## src/rtl/echo_distance.sv

```systemverilog
// echo_distance: measures the synchronized Echo high time in microseconds and converts it to centimetres
// Ports: clk, rst (async, active-high), start (trigger-done pulse), Echo (raw sensor pin),
//        distance_cm / timeout / near (held results), valid (one-cycle update strobe), busy (FSM not idle)
module echo_distance #(
    parameter int CLK_PER_US = 50,
    parameter int US_PER_CM  = 58,
    parameter int MAX_US     = 30000,
    parameter int NEAR_CM    = 20
) (
    input  logic       clk,
    input  logic       rst,
    input  logic       start,
    input  logic       Echo,
    output logic [9:0] distance_cm,
    output logic       valid,
    output logic       timeout,
    output logic       near,
    output logic       busy
);
    localparam int PW = CLK_PER_US > 1 ? $clog2(CLK_PER_US) : 1;
    typedef enum logic [2:0] {IDLE, ARM, MEASURE, DIVIDE, DONE} state_t;
    state_t st, nxt;
    logic e1, echo_s, echo_p, to, tick;
    logic [PW-1:0] pre;
    logic [14:0] us, us_nx, rem;
    logic [9:0] q;
    assign tick = pre == PW'(CLK_PER_US - 1);
    assign us_nx = (tick && us != 15'(MAX_US)) ? us + 15'd1 : us;
    assign busy = st != IDLE;
    always_comb begin
        nxt = st;
        to = 1'b0;
        case (st)
            IDLE: nxt = start ? ARM : IDLE;
            ARM: begin
                // timeout has priority over a rise seen on the same edge
                to = us == 15'(MAX_US);
                nxt = to ? DONE : (echo_s && !echo_p) ? MEASURE : ARM;
            end
            MEASURE: begin
                to = us == 15'(MAX_US);
                nxt = to ? DONE : !echo_s ? DIVIDE : MEASURE;
            end
            DIVIDE: nxt = rem >= 15'(US_PER_CM) ? DIVIDE : DONE;
            default: nxt = IDLE;
        endcase
    end
    always_ff @(posedge clk or posedge rst)
        if (rst) st <= IDLE;
        else st <= nxt;
    always_ff @(posedge clk or posedge rst)
        if (rst) begin
            e1 <= 1'b0;
            echo_s <= 1'b0;
            echo_p <= 1'b0;
            pre <= '0;
            us <= '0;
            rem <= '0;
            q <= '0;
            distance_cm <= '0;
            valid <= 1'b0;
            timeout <= 1'b0;
            near <= 1'b0;
        end else begin
            e1 <= Echo;
            echo_s <= e1;
            echo_p <= echo_s;
            pre <= (nxt != st || tick) ? '0 : pre + 1'b1;
            us <= (nxt != st && (nxt == ARM || nxt == MEASURE)) ? '0 : us_nx;
            // rem takes us_nx so a tick coinciding with the echo fall is still counted
            if (st == MEASURE && nxt == DIVIDE) begin
                rem <= us_nx;
                q <= '0;
            end else if (st == DIVIDE && rem >= 15'(US_PER_CM)) begin
                rem <= rem - 15'(US_PER_CM);
                q <= q + 10'd1;
            end
            if (nxt == DONE) begin
                distance_cm <= to ? '0 : q;
                timeout <= to;
                near <= !to && q < 10'(NEAR_CM);
            end
            valid <= nxt == DONE;
        end
endmodule

```

## config.mk

```make
export PLATFORM = sky130hd
export DESIGN_NAME = echo_distance
export DESIGN_NICKNAME = d
export VERILOG_FILES = /design/src/rtl/echo_distance.sv
export SDC_FILE = /design/constraint.sdc
export NUM_CORES = 1
export LEC_CHECK = 0
export ABC_AREA = 0
export BUFFER_PORTS_ARGS = -buffer_cell sky130_fd_sc_hd__buf_2
export CORE_MARGIN = 2
export CORE_UTILIZATION = 35
export DETAILED_ROUTE_END_ITERATION = 12
export PLACE_DENSITY_LB_ADDON = 0.25
export SYNTH_ARGS = -nofsm -noshare
export SYNTH_HDL_FRONTEND = slang
export SYNTH_SLANG_ARGS = --single-unit
```

## constraint.sdc

```tcl
create_clock -name clk -period 2.71 [get_ports clk]
set_input_delay 0.271 -clock clk [delete_from_list [all_inputs] [get_ports clk]]
set_output_delay 0.271 -clock clk [all_outputs]
set_load 0.1 [all_outputs]
```

==> results.md, run 1 <==
* Skew final at 0.00855 ns
* WP data required at 2.97 ns
* CP Class: flip-flop to flip-flop
* Vias in the first global route at 2517
* Area after DPL at 0.00367 mm^2
* Worst-Margin Slew at 0.661 ns
* Pint at 2100 uW
* Post-Syn Nets at 350
* Yosys cell types at 57
* Final Cell Area at 0.00387 mm^2
* CTS max path bufs at 2
* Total Wirelength at 7320 um
* Sw Ratio at 42.0%
* All-Layer GR Usage at 15.9%
* FF+latch count, synth at 65
* Share of cells above drive strength 1 at 14.7%
* RSZ-0062 raised after global routing: false
* Postcts setup bufs at 0
* Hold Vio Cnt, Final at 0
* Gate power share at 38.9%
* Status: completed
* Initial Utilization at 36.2%
* Leak pwr at 0.00176 uW
* Die area at 0.0104 mm^2
* Post-route minimum period at 2.46 ns
* Max Clk Rate at 0.407 GHz
* Area leader, netlist: dfrtp_1
* Cells on worst reg2reg path at 7
* Share of the synthesized area in the top cell type at 48.3%
* Min-Delay Path Class: primary input to flip-flop
* Fin nets at 379
* Max Slew Vio Count at 0
* I/O pin cnt at 18
* Pre-antenna DRT Iters at 4
* Post-route ant nets at 0
* Initial antenna violation count at 0
* Global route total overflow at 0
* Row Count at 35
* Start point of the critical path: rem[1]
* PwrDens at 935 mW/mm^2
* HPWL after DPL at 5160 um
* Most used DFF post-synth: dfrtp_1
* Setup violators final at 0
* Synth async-reset ratio at 100%
* Via density at 5.11
* DR WL/cell at 14.6 um
* Max-capacitance violation count at 0
* Placeable Area at 0.00928 mm^2
* Sequential Power Share at 38.2%
* Worst setup EP type: flip-flop
* Reg-to-reg slack, setup at 0.25 ns
* Post-Syn Area per Cell at 9.90 um^2
* Die Width at 102 um
* Via count at 2563
* Clock transition at path regs at 0.07 ns
* Area Overhead vs Synth at 15.1%
* Crit-path max FO at 8
* Filler cell count at 944
* Reg2reg start: rem[1]
* Slew headroom at 55.7%
* Chip height at 102 um
* Setup crit start kind: flip-flop
* H-tree Lvls at 3
* Overall power at 3620 uW
* # clock sinks at 65
* Worst Setup EP: rem[10]
* Switching power at 1520 uW
* Worst-Skew Late Latency at 0.35 ns
* Setup TNS at 0 ns
* Clock power share at 22.8%
* Cells after synthesis at 340
* Synthesized area at 0.00336 mm^2
* Port Buffer Count at 17
* Worst Path Arrival at 2.72 ns
* DRC at 0
* Max IR drop VDD at 0.400 mV
* Clock root cell: clkbuf_8
* Initial drt markers at 107
* GPL Wtd Cong at 0.807
* Largest net degree at the start of global routing at 41
* # diodes at 0
* Sequential fraction of the synthesis area at 48.3%
* Number of enable flip-flop cells after synthesis at 0
* Ranking of synthesized cells by area: dfrtp_1 48%, nand2_1 4.8%, nor2_1 4.1%
* CTS tree: yes
* First-pass GRT wire length at 12800 um
* Yosys Warn Count at 0
* Final period util at 90.6%
* Num CTS Buffers at 9
* R2r endpoint: rem[10]
==> power by group through the flow <==
stage / Sequential [uW] / Combinational, uW / Clock (uW)
after global placement: 1390 / 1390 / 0
final: 1390 / 1410 / 826
after global routing: 1410 / 1570 / 901
after CTS: 1380 / 1420 / 858
after detailed placement: 1400 / 1410 / 0
after floorplan: 1560 / 927 / 0
==> layer usage <==
metal  GRT usage [%]  up-vias  share of wire [%]
met5               0        -                  0
met4            5.23        0                1.1
met3            4.31        6                3.1
met2            23.5       33                 45
met1            22.8     1241                 51
li1                -     1283                  -
==> cells in the final DEF, fill, tap and decap left out, types with 9 or more instances in the layout <==
cell type  Yosys  routed
dfrtp_1       65      65
xnor2_1       13      13
clkbuf_8       0      11
buf_2          2      17
inv_1         11      10
nand3_1       26      26
nand2_1       43      43
o211ai_1       9       9
nor2_1        37      37
o21ai_0        9       9
mux2i_1        9       9
xor2_1        15      15
==> worst max-delay path, cell delays in order, from the launching register on <==
cell and delay (ns):
dfrtp_1 0.46, inv_1 0.09, ha_1 0.22, and4b_2 0.31
a311oi_4 0.53, a211oi_1 0.28, a311o_1 0.41, o211ai_1 0.08
==> cell usage after synthesis, types with 2 or more instances <==
master and count:
nand3_1 26, dfrtp_1 65, buf_1 2, nand2b_1 3, nor4_1 5, a211oi_1 3
a21boi_0 2, ha_1 6, or4_1 3, nor2_1 37, and3_1 5, xor2_1 15
nor2b_1 2, or4_4 3, a311o_1 2, nand4_1 6, clkbuf_1 5, mux2i_1 9
or3_1 5, a21oi_1 6, inv_1 11, nor3_1 3, nand2_1 43, o311ai_0 3
a22oi_1 2, and2_1 3, and4b_1 3, nor4b_1 2, xnor2_1 13, o21ai_0 9
buf_2 2, o211ai_1 9, nand3b_1 3
==> through the flow <==
stage | hold slack (ns) | std cells | util, % | worst slack [ns]
final | 0.0299 | 502 | 41.7 | 0.253
after global routing | 0.0107 | 502 | 41.7 | 0.0576
after CTS | 0.0108 | 502 | 41.7 | 0.235
after detailed placement | 0.337 | 486 | 39.5 | 0.266
after global placement | 0.335 | 486 | 39.5 | 0.349
after floorplan | 0.302 | 340 | - | 0.460
==> cell type report <==
class                   count  area [um^2]  area share (%)
multi-input cells         254         1650            42.7
flip-flops and latches     65         1630            42.0
repair buffers             28          195            5.04
well taps                 129          161            4.17
clock buffers              12          155            4.01
inverters                  11         41.3            1.07
clock inverters             3         40.0            1.03
==> timing repair <==
item | 4_1_cts | 5_1_grt
hold endpoints to repair | 25 | 0
hold buffers | 1 | 0
setup endpoints to repair | 0 | 1
resized for setup | 0 | 1
==> worst min-delay path by stage <==
stage	slack, ns	to	start	cells past startpoint
2_1_floorplan	0.30	e1	Echo	0
3_3_place_gp	0.33	echo_s	e1	0
3_5_place_dp	0.34	echo_s	e1	0
4_1_cts	0.01	e1	Echo	1
5_1_grt	0.01	e1	Echo	1
6_report	0.03	e1	Echo	1
==> flip-flops by register name, indices dropped and copies added (netlist names) <==
name and cells:
us 15, echo_s 1, q 10, rem 15
timeout 1, echo_p 1, pre 6, distance_cm 10
st 3, near 1, valid 1, e1 1
==> cell families after synthesis <==
| logic type | count (synthesis) | synth area share (%) |
|---|---|---|
| AND/OR/NAND/NOR | 159 | 24.5 |
| flip-flops | 65 | 48.3 |
| multiplexers | 9 | 2.68 |
| AO/OA/AOI/OAI | 52 | 12.4 |
| buffers and inverters | 21 | 2.53 |
| adder cells (fa/ha/maj) | 6 | 2.23 |
| XOR/XNOR | 28 | 7.29 |
Note: power is estimated with default switching activity, not from simulation.
==> run 2: changes to the inputs <==
--- a/config.mk
+++ b/config.mk
@@ -7,8 +7,8 @@
 export LEC_CHECK = 0
 export ABC_AREA = 0
 export BUFFER_PORTS_ARGS = -buffer_cell sky130_fd_sc_hd__buf_2
-export CORE_MARGIN = 2
-export CORE_UTILIZATION = 35
+export CORE_MARGIN = 1.5
+export CORE_UTILIZATION = 55
 export DETAILED_ROUTE_END_ITERATION = 12
 export PLACE_DENSITY_LB_ADDON = 0.25
 export SYNTH_ARGS = -nofsm -noshare
==> constraint.sdc (replaced) <==
create_clock -name clk -period 2.7 [get_ports clk]
set_input_delay 0.27 -clock clk [delete_from_list [all_inputs] [get_ports clk]]
set_output_delay 0.27 -clock clk [all_outputs]
set_load 0.1 [all_outputs]
==> run 2 against run 1 <==
Core utilization is 22 points higher. Cell area is 1.9% lower. Hold slack worse by 0.0022 ns. Clock skew is 0.0014 ns higher. Clock power is 5.0% higher. Critical path type unchanged. Largest power group unchanged. Highest routed layer unchanged.
==> results.md, run 2 (synthesis gave the netlist of run 1 again) <==
* Vias in the first global route at 2638
* Skew final at 0.00993 ns
* Area after DPL at 0.00359 mm^2
* Post-CTS Resized at 0
* CTS tree: yes
* Clock transition at path regs at 0.07 ns
* CP delay by family, top: compound AO/OA/AOI/OAI gates
* Reg-to-reg slack, setup at 0.23 ns
* Num CTS Buffers at 9
* Final period util at 91.6%
* Via density at 6.00
* Most frequent cells in the layout: 65 x dfrtp_1, 43 x nand2_1, 37 x nor2_1, 26 x nand3_1, 17 x buf_2
* Worst Path Arrival at 2.74 ns
* PwrDens at 974 mW/mm^2
* Largest net degree at the start of global routing at 35
* Leak pwr at 0.00176 uW
* Share of cells above drive strength 1 at 14.5%
* Crit-path max FO at 8
* Chip height at 81.2 um
* H-tree Lvls at 3
* GPL Wtd Cong at 0.847
* PnR worst setup slack at 0.226 ns
* R2r endpoint: rem[10]
* Filler cell count at 478
* Number of stages on the worst setup path at 7
* WP data required at 2.96 ns
* Post-route minimum period at 2.47 ns
* Row Count at 28
* Clock root cell: clkbuf_8
* Hold Vio Cnt, Final at 0
* Largest regs: rem: 15 flops, us: 15 flops
* Pre-CTS WS at 0.198 ns
* Cells along the critical path: inv_1, ha_1, and4b_2, a311oi_4, a211oi_1, a311o_1, o211ai_1
* Overall power at 3700 uW
* Worst path max stage delay at 0.54 ns
* Area of the multi-input gates at 0.00165 mm^2
* HPWL after DPL at 5340 um
* Die area at 0.00660 mm^2
* CTS max path bufs at 2
* Max Slew Vio Count at 0
* Worst-Margin Slew at 0.695 ns
* Initial Utilization at 56.8%
* Status: completed
* Max Clk Rate at 0.404 GHz
* Commonest non-fill, non-tap cell in the layout: dfrtp_1
* Placeable Area at 0.00592 mm^2
* Cells on worst reg2reg path at 7
* Die Width at 81.2 um
* # clock sinks at 65
* Switching power at 1560 uW
* Setup TNS at 0 ns
* # diodes at 0
* Start point of the critical path: rem[1]
* Gate power share at 38.7%
* Max-capacitance violation count at 0
* Pre-antenna DRT Iters at 4
* Post-route ant nets at 0
* Setup violators final at 0
* Worst-Skew Late Latency at 0.35 ns
* Initial antenna violation count at 0
* Port Buffer Count at 17
* Crit-path slowest cell: a311oi_4
* Final Cell Area at 0.00380 mm^2
* Postcts setup bufs at 0
* Area Overhead vs Synth at 13.0%
* Sequential Power Share at 37.9%
* Total Wirelength at 7450 um
* Reg2reg start: rem[1]
* Hold-fix buffers, CTS at 0
* Min-Delay Path Class: primary input to asynchronous set/reset pin
* Worst Setup EP: rem[10]
* Global route total overflow at 0
* Clock power share at 23.4%
* Via count at 2684
* All-Layer GR Usage at 26.2%
* DRC at 0
* DR WL/cell at 16.7 um
* Area occupied by registers at 0.00163 mm^2
* First-pass GRT wire length at 12800 um
* Slew headroom at 53.6%
* Worst setup EP type: flip-flop
* Fin nets at 377
* Setup crit start kind: flip-flop
* Max IR drop VDD at 0.663 mV
* Pint at 2140 uW
* I/O pin cnt at 18
* Sw Ratio at 42.1%
* Initial drt markers at 198
* RSZ-0062 raised after global routing: false
* CP Buf/Inv Count at 1
* CP Class: flip-flop to flip-flop
## run 2: cell count changes in the layout (fill, tap and decap cells not counted)
cell and change:
clkbuf_8 +1, clkinv_2 -1, o311ai_0 -1, dlygate4sd3_1 -1, clkbuf_1 +1, buf_4 -1
o311ai_1 +1
## run 2: power by group through the flow
stage	clock network [uW]	registers, uW	logic, uW
3_5_place_dp	0	1410	1430
3_3_place_gp	0	1400	1390
2_1_floorplan	0	1570	930
6_report	867	1400	1430
4_1_cts	881	1400	1430
5_1_grt	915	1440	1580
## run 2: metrics by stage
| step | std cells | hold WS, ns | utilization [%] |
|---|---|---|---|
| CTS | 447 | 0.0200 | 64.2 |
| global placement | 431 | 0.345 | 60.7 |
| global route | 447 | 0.0222 | 64.2 |
| detailed placement | 431 | 0.339 | 60.7 |
| finish | 447 | 0.0277 | 64.2 |
| floorplan | 340 | 0.301 | - |
## run 2: worst min path at each step
stage	slack (ns)	startpoint	depth (start not counted)	end
CTS	0.02	Echo	1	e1
global route	0.02	Echo	1	e1
floorplan	0.30	Echo	0	e1
detailed placement	0.34	e1	0	echo_s
global placement	0.34	e1	0	echo_s
finish	0.03	rst	2	distance_cm[8]
## run 2: cell type report
class                           instances  area share, %
Tap cell                               75           2.47
Multi-Input combinational cell        254           43.5
Clock inverter                          2          0.922
Sequential cell                        65           42.8
Timing Repair Buffer                   26           4.67
Inverter                               11           1.09
Clock buffer                           14           4.54
## run 2: worst reg2reg max path: cells and delay by family, from the launching register on
family                     cells  cell delay (ns)
and+or+nand+nor                1             0.31
adders and majority gates      1             0.21
buffers and inverters          1             0.10
DFF                            1             0.46
AOI/OAI and AO/OA              4             1.32
## run 2: layer usage
layer	wire length, um	track usage (%)	vias to the layer above
met5	0	0	-
met4	144	12.6	0
met3	340	5.62	14
met2	3330	37.4	59
met1	3630	37.9	1332
li1	-	-	1279
==> run 3: changes to the inputs <==
--- a/config.mk
+++ b/config.mk
@@ -7,7 +7,6 @@
 export LEC_CHECK = 0
 export ABC_AREA = 0
 export BUFFER_PORTS_ARGS = -buffer_cell sky130_fd_sc_hd__buf_2
-export CORE_MARGIN = 1.5
 export CORE_UTILIZATION = 55
 export DETAILED_ROUTE_END_ITERATION = 12
 export PLACE_DENSITY_LB_ADDON = 0.25
==> run 3 against run 2 <==
Clock-buffer cell count did not move. Non-clock buffer count unchanged. Maximum frequency decreased by 0.16%. Power is 4.7% lower. Setup slack worse by 0.0039 ns. Combinational power about the same. Wire length decreased by 3.7%. First-iteration DRC count increased by 14%. Hold slack lost 0.046 ns. The run now ends with negative hold slack left. Largest power group unchanged. Via count decreased by 2.8%. Core utilization shrank 0.76 points.
==> results.md, run 3 (synthesis gave the netlist of run 1 again) <==
* Worst setup EP type: flip-flop
* CTS max path bufs at 2
* Crit-path max FO at 8
* Core Util, Final at 63.4%
* Hold Vio Cnt, Final at 16
* Worst hold slack at -0.0187 ns
* CTS tree: yes
* All-Layer GR Usage at 25.7%
* Setup TNS at 0 ns
* Via count at 2610
* HPWL after DPL at 5130 um
* Via density at 5.87
* PwrDens at 939 mW/mm^2
* I/O pin cnt at 18
* Placeable Area at 0.00592 mm^2
* Skew final at 0.00649 ns
* Setup violators final at 0
* Max Slew Vio Count at 0
* Final Cell Area at 0.00376 mm^2
* Post-route minimum period at 2.48 ns
* Final period util at 91.8%
* Die Width at 80.2 um
* Most frequent cells in the layout: 65 x dfrtp_1, 43 x nand2_1, 37 x nor2_1, 26 x nand3_1, 17 x buf_2
* Slew headroom at 58.5%
* Total Wirelength at 7170 um
* Failing checks: negative hold slack
* Post-route ant nets at 0
* GPL Wtd Cong at 0.843
* WP data required at 2.95 ns
* Filler cell count at 476
* Share of cells above drive strength 1 at 13.8%
* # diodes at 0
* Max IR drop VDD at 0.695 mV
* Worst path max stage delay at 0.54 ns
* H-tree Lvls at 3
* Vias in the first global route at 2562
* Commonest non-fill, non-tap cell in the layout: dfrtp_1
* Postcts setup bufs at 0
* Non-filler cells, final at 445
* Worst-Margin Slew at 0.614 ns
* Crit-path slowest cell: a311oi_4
* Num CTS Buffers at 9
* Pre-antenna DRT Iters at 4
* First-pass GRT wire length at 12400 um
* Setup crit start kind: flip-flop
* Initial Utilization at 56.8%
* Largest regs: rem: 15 flops, us: 15 flops
* Chip height at 80.2 um
* Max-capacitance violation count at 0
* # clock sinks at 65
* Worst-Skew Late Latency at 0.34 ns
* Cells along the critical path: inv_1, ha_1, and4b_2, a311oi_4, a211oi_1, a311o_1, o211ai_1
* RSZ-0062 raised after global routing: false
* Row Count at 28
* DP Cell Count at 431
* DRC at 0
* DR WL/cell at 16.1 um
* Area Overhead vs Synth at 11.6%
* Initial antenna violation count at 0
* Area of the multi-input gates at 0.00165 mm^2
* Die area at 0.00643 mm^2
* Port Buffer Count at 17
* Worst Path Arrival at 2.72 ns
* Area after DPL at 0.00359 mm^2
* Area occupied by registers at 0.00163 mm^2
* CP Class: flip-flop to flip-flop
* Fin nets at 377
* Min-Delay Path Class: primary input to asynchronous set/reset pin
* PnR worst setup slack at 0.222 ns
* Clock root cell: clkbuf_8
* Hold-fix buffers, CTS at 0
* Status: finished, violations left
* Initial drt markers at 225
* Max Clk Rate at 0.403 GHz
* Global route total overflow at 0
* Largest net degree at the start of global routing at 66
* Clock transition at path regs at 0.07 ns
* Leak pwr at 0.00174 uW
* Pre-CTS WS at 0.234 ns
## run 3: routing by layer
layer	track usage (%)	wire (um)
met1	37.2	3530
met2	38.5	3280
met3	3.75	218
met4	10.9	138
met5	0	0
## run 3: cell type report
cell class	count	share of cell area, %
clock buffers	14	4.33
inverters	11	1.10
repair buffers	26	4.73
well taps	75	2.50
flip-flops and latches	65	43.3
multi-input cells	254	44.0
## run 3: power by group
part           leakage, uW  switching [uW]  internal, uW
clock network    0.0000826             334           375
registers         0.000870             237          1160
logic             0.000784             940           478
## run 3: worst max-delay path, delay by kind of cell (launching register included)
family,cells,cell delay [ns]
buf+inv,1,0.09
compound gates,4,1.33
flops,1,0.46
simple gates,1,0.31
fa+ha+maj,1,0.20
## run 3: path summary, 6_finish.rpt
check / cells past startpoint / end / slack [ns] / start
setup / recovery: 7 / rem[10] / 0.22 / rem[1]
hold / removal: 3 / distance_cm[8] / -0.02 / rst
setup reg to reg: 7 / rem[10] / 0.22 / rem[1]
hold reg to reg: 0 / echo_s / 0.36 / e1
max in group asynchronous: 3 / q[0] / 2.43 / rst
min in group clk: 1 / e1 / 0.04 / Echo
## run 3: stage by stage
step	total power [uW]	hold WS (ns)
4_1_cts	3540	0.00468
6_report	3530	-0.0187
3_3_place_gp	2800	0.344
2_1_floorplan	2500	0.301
5_1_grt	3750	0.0195
3_5_place_dp	2830	0.346
## run 3: what timing repair did
item	4_1_cts	5_1_grt
hold endpoints to repair	0	0
gates resized for setup	0	2
setup endpoints to repair	0	1
